==> src/rtl/led_pwm_driver.sv <==
// LED PWM driver: accepts duty values over valid/ready, double-buffers them and
// drives a glitch-free PWM pin whose duty only changes at period boundaries.
module led_pwm_driver #(
    parameter int unsigned WIDTH    = 8,
    parameter int unsigned PRESCALE = 4,
    parameter bit          INVERT   = 1'b0
) (
    input  logic             clk,
    input  logic             rst_n,
    input  logic             en,
    input  logic [WIDTH-1:0] duty_in,
    input  logic             duty_valid,
    output logic             duty_ready,
    output logic             pwm_out,
    output logic             period_start
);

    localparam int unsigned      PRE_W   = (PRESCALE > 1) ? $clog2(PRESCALE) : 1;
    localparam logic [PRE_W-1:0] PRE_MAX = PRE_W'(PRESCALE - 1);
    localparam logic [WIDTH-1:0] CNT_MAX = '1;

    typedef enum logic {
        ST_IDLE = 1'b0,
        ST_RUN  = 1'b1
    } state_t;

    state_t           r_state;
    logic [PRE_W-1:0] r_pre_cnt;
    logic [WIDTH-1:0] r_pwm_cnt;
    logic [WIDTH-1:0] r_active_duty;
    logic [WIDTH-1:0] r_pending;
    logic             r_pending_full;
    logic             r_pwm_out;
    logic             r_period_start;

    logic             w_accept;
    logic             w_tick;
    logic             w_boundary;

    assign w_accept   = duty_valid && !r_pending_full;
    assign w_tick     = (r_state == ST_RUN) && en && (r_pre_cnt == PRE_MAX);
    assign w_boundary = w_tick && (r_pwm_cnt == CNT_MAX);

    assign duty_ready   = !r_pending_full;
    assign pwm_out      = r_pwm_out;
    assign period_start = r_period_start;

    always_ff @(posedge clk or negedge rst_n) begin
        if (!rst_n) begin
            r_state        <= ST_IDLE;
            r_pre_cnt      <= '0;
            r_pwm_cnt      <= '0;
            r_active_duty  <= '0;
            r_pending      <= '0;
            r_pending_full <= 1'b0;
            r_pwm_out      <= INVERT;
            r_period_start <= 1'b0;
        end else begin
            r_period_start <= 1'b0;
            if (w_accept) begin
                r_pending      <= duty_in;
                r_pending_full <= 1'b1;
            end
            case (r_state)
                ST_IDLE: begin
                    r_pre_cnt <= '0;
                    r_pwm_cnt <= '0;
                    r_pwm_out <= INVERT;
                    // No accept can coincide with this load: accept needs an empty slot
                    if (r_pending_full) begin
                        r_active_duty  <= r_pending;
                        r_pending_full <= 1'b0;
                    end
                    if (en) begin
                        r_state <= ST_RUN;
                    end
                end
                ST_RUN: begin
                    if (!en) begin
                        r_state   <= ST_IDLE;
                        r_pre_cnt <= '0;
                        r_pwm_cnt <= '0;
                        r_pwm_out <= INVERT;
                    end else begin
                        r_pwm_out <= (r_pwm_cnt < r_active_duty) ^ INVERT;
                        r_pre_cnt <= w_tick ? '0 : r_pre_cnt + PRE_W'(1);
                        if (w_tick) begin
                            r_pwm_cnt <= r_pwm_cnt + WIDTH'(1);
                        end
                        // Period boundary: buffered duty wins, else a same-cycle accept bypasses the slot
                        if (w_boundary) begin
                            r_period_start <= 1'b1;
                            if (r_pending_full) begin
                                r_active_duty  <= r_pending;
                                r_pending_full <= 1'b0;
                            end else if (w_accept) begin
                                r_active_duty  <= duty_in;
                                r_pending_full <= 1'b0;
                            end
                        end
                    end
                end
                default: r_state <= ST_IDLE;
            endcase
        end
    end

endmodule
==> config.mk <==
export PLATFORM = sky130hd
export DESIGN_NAME = led_pwm_driver
export DESIGN_NICKNAME = d
export VERILOG_FILES = /design/src/rtl/led_pwm_driver.sv
export SDC_FILE = /design/constraint.sdc
export NUM_CORES = 1
export LEC_CHECK = 0
export CAP_MARGIN = 30
export CORE_ASPECT_RATIO = 0.5
export CORE_MARGIN = 4
export CORE_UTILIZATION = 30
export CTS_CLUSTER_DIAMETER = 200
export DETAILED_ROUTE_END_ITERATION = 8
export GPL_TIMING_DRIVEN = 1
export SYNTH_ARGS = -nofsm -noshare
export SYNTH_HDL_FRONTEND = slang
export SYNTH_SLANG_ARGS = --single-unit
export TNS_END_PERCENT = 10
==> constraint.sdc <==
create_clock -name clk -period 2.16 [get_ports clk]
set_input_delay 0.324 -clock clk [delete_from_list [all_inputs] [get_ports clk]]
set_output_delay 0.324 -clock clk [all_outputs]
set_load 0.02 [all_outputs]
# Yosys cells after proc, flatten, opt, wreduce, memory -nomap -nowiden
# Cells that the tools add are included.
[word_totals] output_inout_bits=3 input_bits=12 regBits=30 word_cells=50
[classes] n_lt_le_gt_ge=1 n_eq_ne=7 mux=25 n_bitwise=1 reduce_logical=6 n_addsub=2
[ops] op="2-to-1 mux 8 bit" count=7
[ops] op="one-hot mux 8 bit (2 select lines)" count=2
[ops] op="2-to-1 mux 1 bit" count=11
[ops] op="adder 8 x 1 -> 8 bit (second input constant)" count=1
[ops] op="equality test 8 bit (second input constant)" count=1
[ops] op="less-than comparator 8 bit" count=1
[ops] op="logical AND 1 bit" count=4
[ops] op="2-to-1 mux 2 bit" count=2
[ops] op="!= test 2 bit (second input constant)" count=2
[ops] op="one-hot mux 1 bit (2 select lines)" count=2
[ops] op="one-hot mux 2 bit (2 select lines)" count=1
[ops] op="AND reduction 4 bit" count=1
[ops] op="!= test 3 x 1 -> 1 bit (second input constant)" count=1
[ops] op="!= test 3 x 2 -> 1 bit (second input constant)" count=1
[ops] op="adder 2 x 1 -> 2 bit (second input constant)" count=1
[ops] op="equality test 2 bit (second input constant)" count=1
[ops] op="!= test 2 x 1 -> 1 bit (second input constant)" count=1
[ops] op="logical NOT 1 bit" count=1
[ops] op="inverter 1 bit" count=1

# Longest topological paths before layout
[logic_depth] ltp_word=8 depth_mapped=6 ltp_nobuf=6

# Least setup slack after synthesis
# No wires, ideal clock.
[synth_path] path_type="reg2reg" start="register r_pre_cnt[0]" end="register r_active_duty[0]" arrival_ns=1.496 period_less_slack_ns=1.621 n_path_buf=1 required_ns=2.035 slack_ns=0.539 setup_time_ns=0.125 path_stages_with_launch=7 path_cell_list="dfrtp_1 ha_1 buf_4 nand3_4 nor4_4 a21oi_4 mux2_4"
[synth_via] elab_chain_len=5
[synth_lines] item="start: declaration" line_no="28" rtl="logic [PRE_W-1:0] r_pre_cnt;"
[synth_lines] item="start signal: assignment" line_no="86" rtl="r_pre_cnt <= w_tick ? '0 : r_pre_cnt + PRE_W'(1);"
[synth_lines] item="equality test 2 bit" line_no="41" rtl="assign w_tick = (r_state == ST_RUN) && en && (r_pre_cnt == PRE_MAX);"
[synth_lines] item="logical AND 1 bit" line_no="41"
[synth_lines] item="logical AND 1 bit" line_no="42" rtl="assign w_boundary = w_tick && (r_pwm_cnt == CNT_MAX);"
[synth_lines] item="!= test 2 x 1 -> 1 bit (no source line)"
[synth_lines] item="AND reduction 4 bit (no source line)"
[synth_lines] item="end signal: assignment" line_no="71" rtl="r_active_duty <= r_pending;"
[synth_lines] item="end signal: assignment" line_no="94" rtl="r_active_duty <= r_pending;"
[synth_lines] item="end signal: assignment" line_no="97" rtl="r_active_duty <= duty_in;"
[synth_lines] item="end: declaration" line_no="30" rtl="logic [WIDTH-1:0] r_active_duty;"
# Every way passes these cells.
# A chain may end at the register's enable or synchronous reset.

# Worst setup path after layout
# Ends and elaborated chain as after synthesis.

==> results.toml <==
[place]
io_buffers = 14
place_ws_ns = 0.219
dpl.hpwl_um = 1880
gp_congestion = 0.704

[critical_path]
path_max_fanout = 8
r2r_slack_ns = 0.32
cp.arrival_ns = 2.00
worst_ep_required_time_ns = 2.32
crit_path_end_kind = "flop"
setup.worst_path.start_class = "flop"
path_class = "flop to flop"

[synthesis]
ys_types = 29
synth_xor_area_frac = 0.0298
synthSimpleGateAreaFrac = 0.123
synth_top_area_share = 0.511
synthMuxAreaShare = 0.181
ys_top_cells_by_area = "dfrtp_1 (51%), mux2i_1 (10%), ha_1 (7.7%)"
synth_top_family_by_area = "multiplexers"
async_reset_ff_frac = 1.00
synth_ff_type = "dfrtp_1"
synth.net_count = 141
postSynthCellCount = 120
synth-seq-cells = 30
yosysWarningCount = 0
synth_edf_count = 0
synth_top_area_cell = "dfrtp_1"
synthAdderAreaFrac = 0.0766
synth-compound-area-share = 0.0502
syn_area_per_cell_um2 = 12.3
synth_area_um2 = 1470
seq_area_frac_synth = 0.511

[floorplan]
pin_count = 15
die_h_um = 57.5
die_x_um = 107
core_um2 = 4550
fp-row-count = 17
start_util = 0.323
die_area_um2 = 6150

[clocking]
cts.htree.levels = 2
clk_pin_slew_ns = 0.06
cts_tree = "yes"
cts.sink_count = 30
cts_hold_buf = 0
cts-root-buf = "clkbuf_8"
clk_latency_ns = 0.27
numCtsBuffers = 5
clockBufferDepth = 2
cts_setup_buffers = 0
cts_resized = 0

[timing]
rsz0062_at_grt = "no"
post-route-min-period_ns = 1.84
skew_ns = 0.00315
slew_violations = 0
fin_crit_sh = 0.850
relSlewSlack = 0.746
clock.fmax_mhz = 545
setup_tns_ns = 0
final.setup.worst_slack_ns = 0.324
hold_viol = 0
final-setup-viol-count = 0
worst_slew_pin_slew_ns = 0.381

[pwr]
peakVddDrop_v = 0.000268
p_total_mw = 1.47
power.density_nw_per_um2 = 824
leakage_nw = 0.854

[drt]
wire_per_inst_um = 12.5
viasPerCell = 4.43
drt_iter0_markers = 23
num_vias = 917
drt-total-wl_um = 2590
dr.pass1.iters = 4
antenna_left = 0
drc = 0

[grt]
grt_pass1_wl_um = 4240
antenna_found_initial = 0
grt_overflow = 0
grt_pass1_vias = 869
grt_max_degree = 31
track_usage = 0.0895

[run]
maxCapViolations = 0

[outcome]
status = "complete, no violations"

[final_layout]
final_layout_size_suffix_gt1_frac = 0.170
seq_area_um2 = 751
syn2layout_area_growth_pct = 21.5
nNetsFinal = 163
final_common_cell = "dfrtp_1"
multi_input_area_um2 = 678
final_cell_mix = "dfrtp_1 (30), mux2i_1 (15), clkdlybuf4s50_1 (14)"
n_antenna_cell = 0
fillers = 457

[min_path]
hold_path_class = "input pin to async pin"
## power by group
group / switching (mW) / total [mW] / internal, mW
logic: 0.158 / 0.321 / 0.163
registers: 0.0401 / 0.711 / 0.671
clock network: 0.194 / 0.439 / 0.245
total: 0.392 / 1.47 / 1.08
## state kept, by name, indices dropped and copies added (netlist names)
name            count
r_active_duty       8
r_pending           8
r_pwm_cnt           8
r_pre_cnt           2
period_start        1
pwm_out             1
r_pending_full      1
r_state             1
## stage by stage
step	hold slack, ns	utilization	instance area [µm²]	instances
2_1_floorplan	0.0284	-	1470	120
3_3_place_gp	0.426	0.374	1700	201
3_5_place_dp	0.433	0.374	1700	201
4_1_cts	0.450	0.393	1790	207
5_1_grt	0.473	0.393	1790	207
6_report	0.441	0.393	1790	207
## layer usage
metal	wire (µm)	track usage
met5	0	0
met4	19	0.0383
met3	82	0.0350
met2	1150	0.128
met1	1340	0.120
## cells in the mapped netlist, drive strengths merged (3+ instances only)
master  number
dfrtp       30
mux2i       15
mux2        10
ha           9
inv          8
nand2        8
nor2         7
a21oi        6
o21ai        3
xor2         3
## cell type report
| class | instances | share of cell area |
|---|---|---|
| inverter | 8 | 0.0168 |
| timing repair buffer | 17 | 0.0910 |
| clock buffer | 6 | 0.0462 |
| sequential | 30 | 0.420 |
| multi-input combinational | 80 | 0.380 |
| tap | 66 | 0.0462 |
## cells by family (layout without fill, tap and decap cells)
kind of cell	after synthesis	after routing
compound gates	11	11
xor+xnor	5	5
fa+ha+maj	9	9
buf+inv	10	31
flops	30	30
mux	25	25
simple gates	30	30
## critical path, cell delays in order (launching register included)
cell and delay, ns:
dfrtp_1 0.36, ha_1 0.36, nand3_4 0.13, nor4_4 0.37
a21oi_4 0.18, mux2_4 0.32
## final timing paths
check                      cells past startpoint    startpoint               end
max                                            5  r_pre_cnt[0]  r_active_duty[0]
min                                            2         rst_n  r_active_duty[4]
max reg2reg                                    5  r_pre_cnt[0]  r_active_duty[0]
min reg2reg                                    1  r_pre_cnt[0]      r_pre_cnt[0]
max in group asynchronous                      2         rst_n      r_pwm_cnt[3]
min in group clk                               1  r_pre_cnt[0]      r_pre_cnt[0]
No activity file was read; power rests on OpenSTA's default activity.
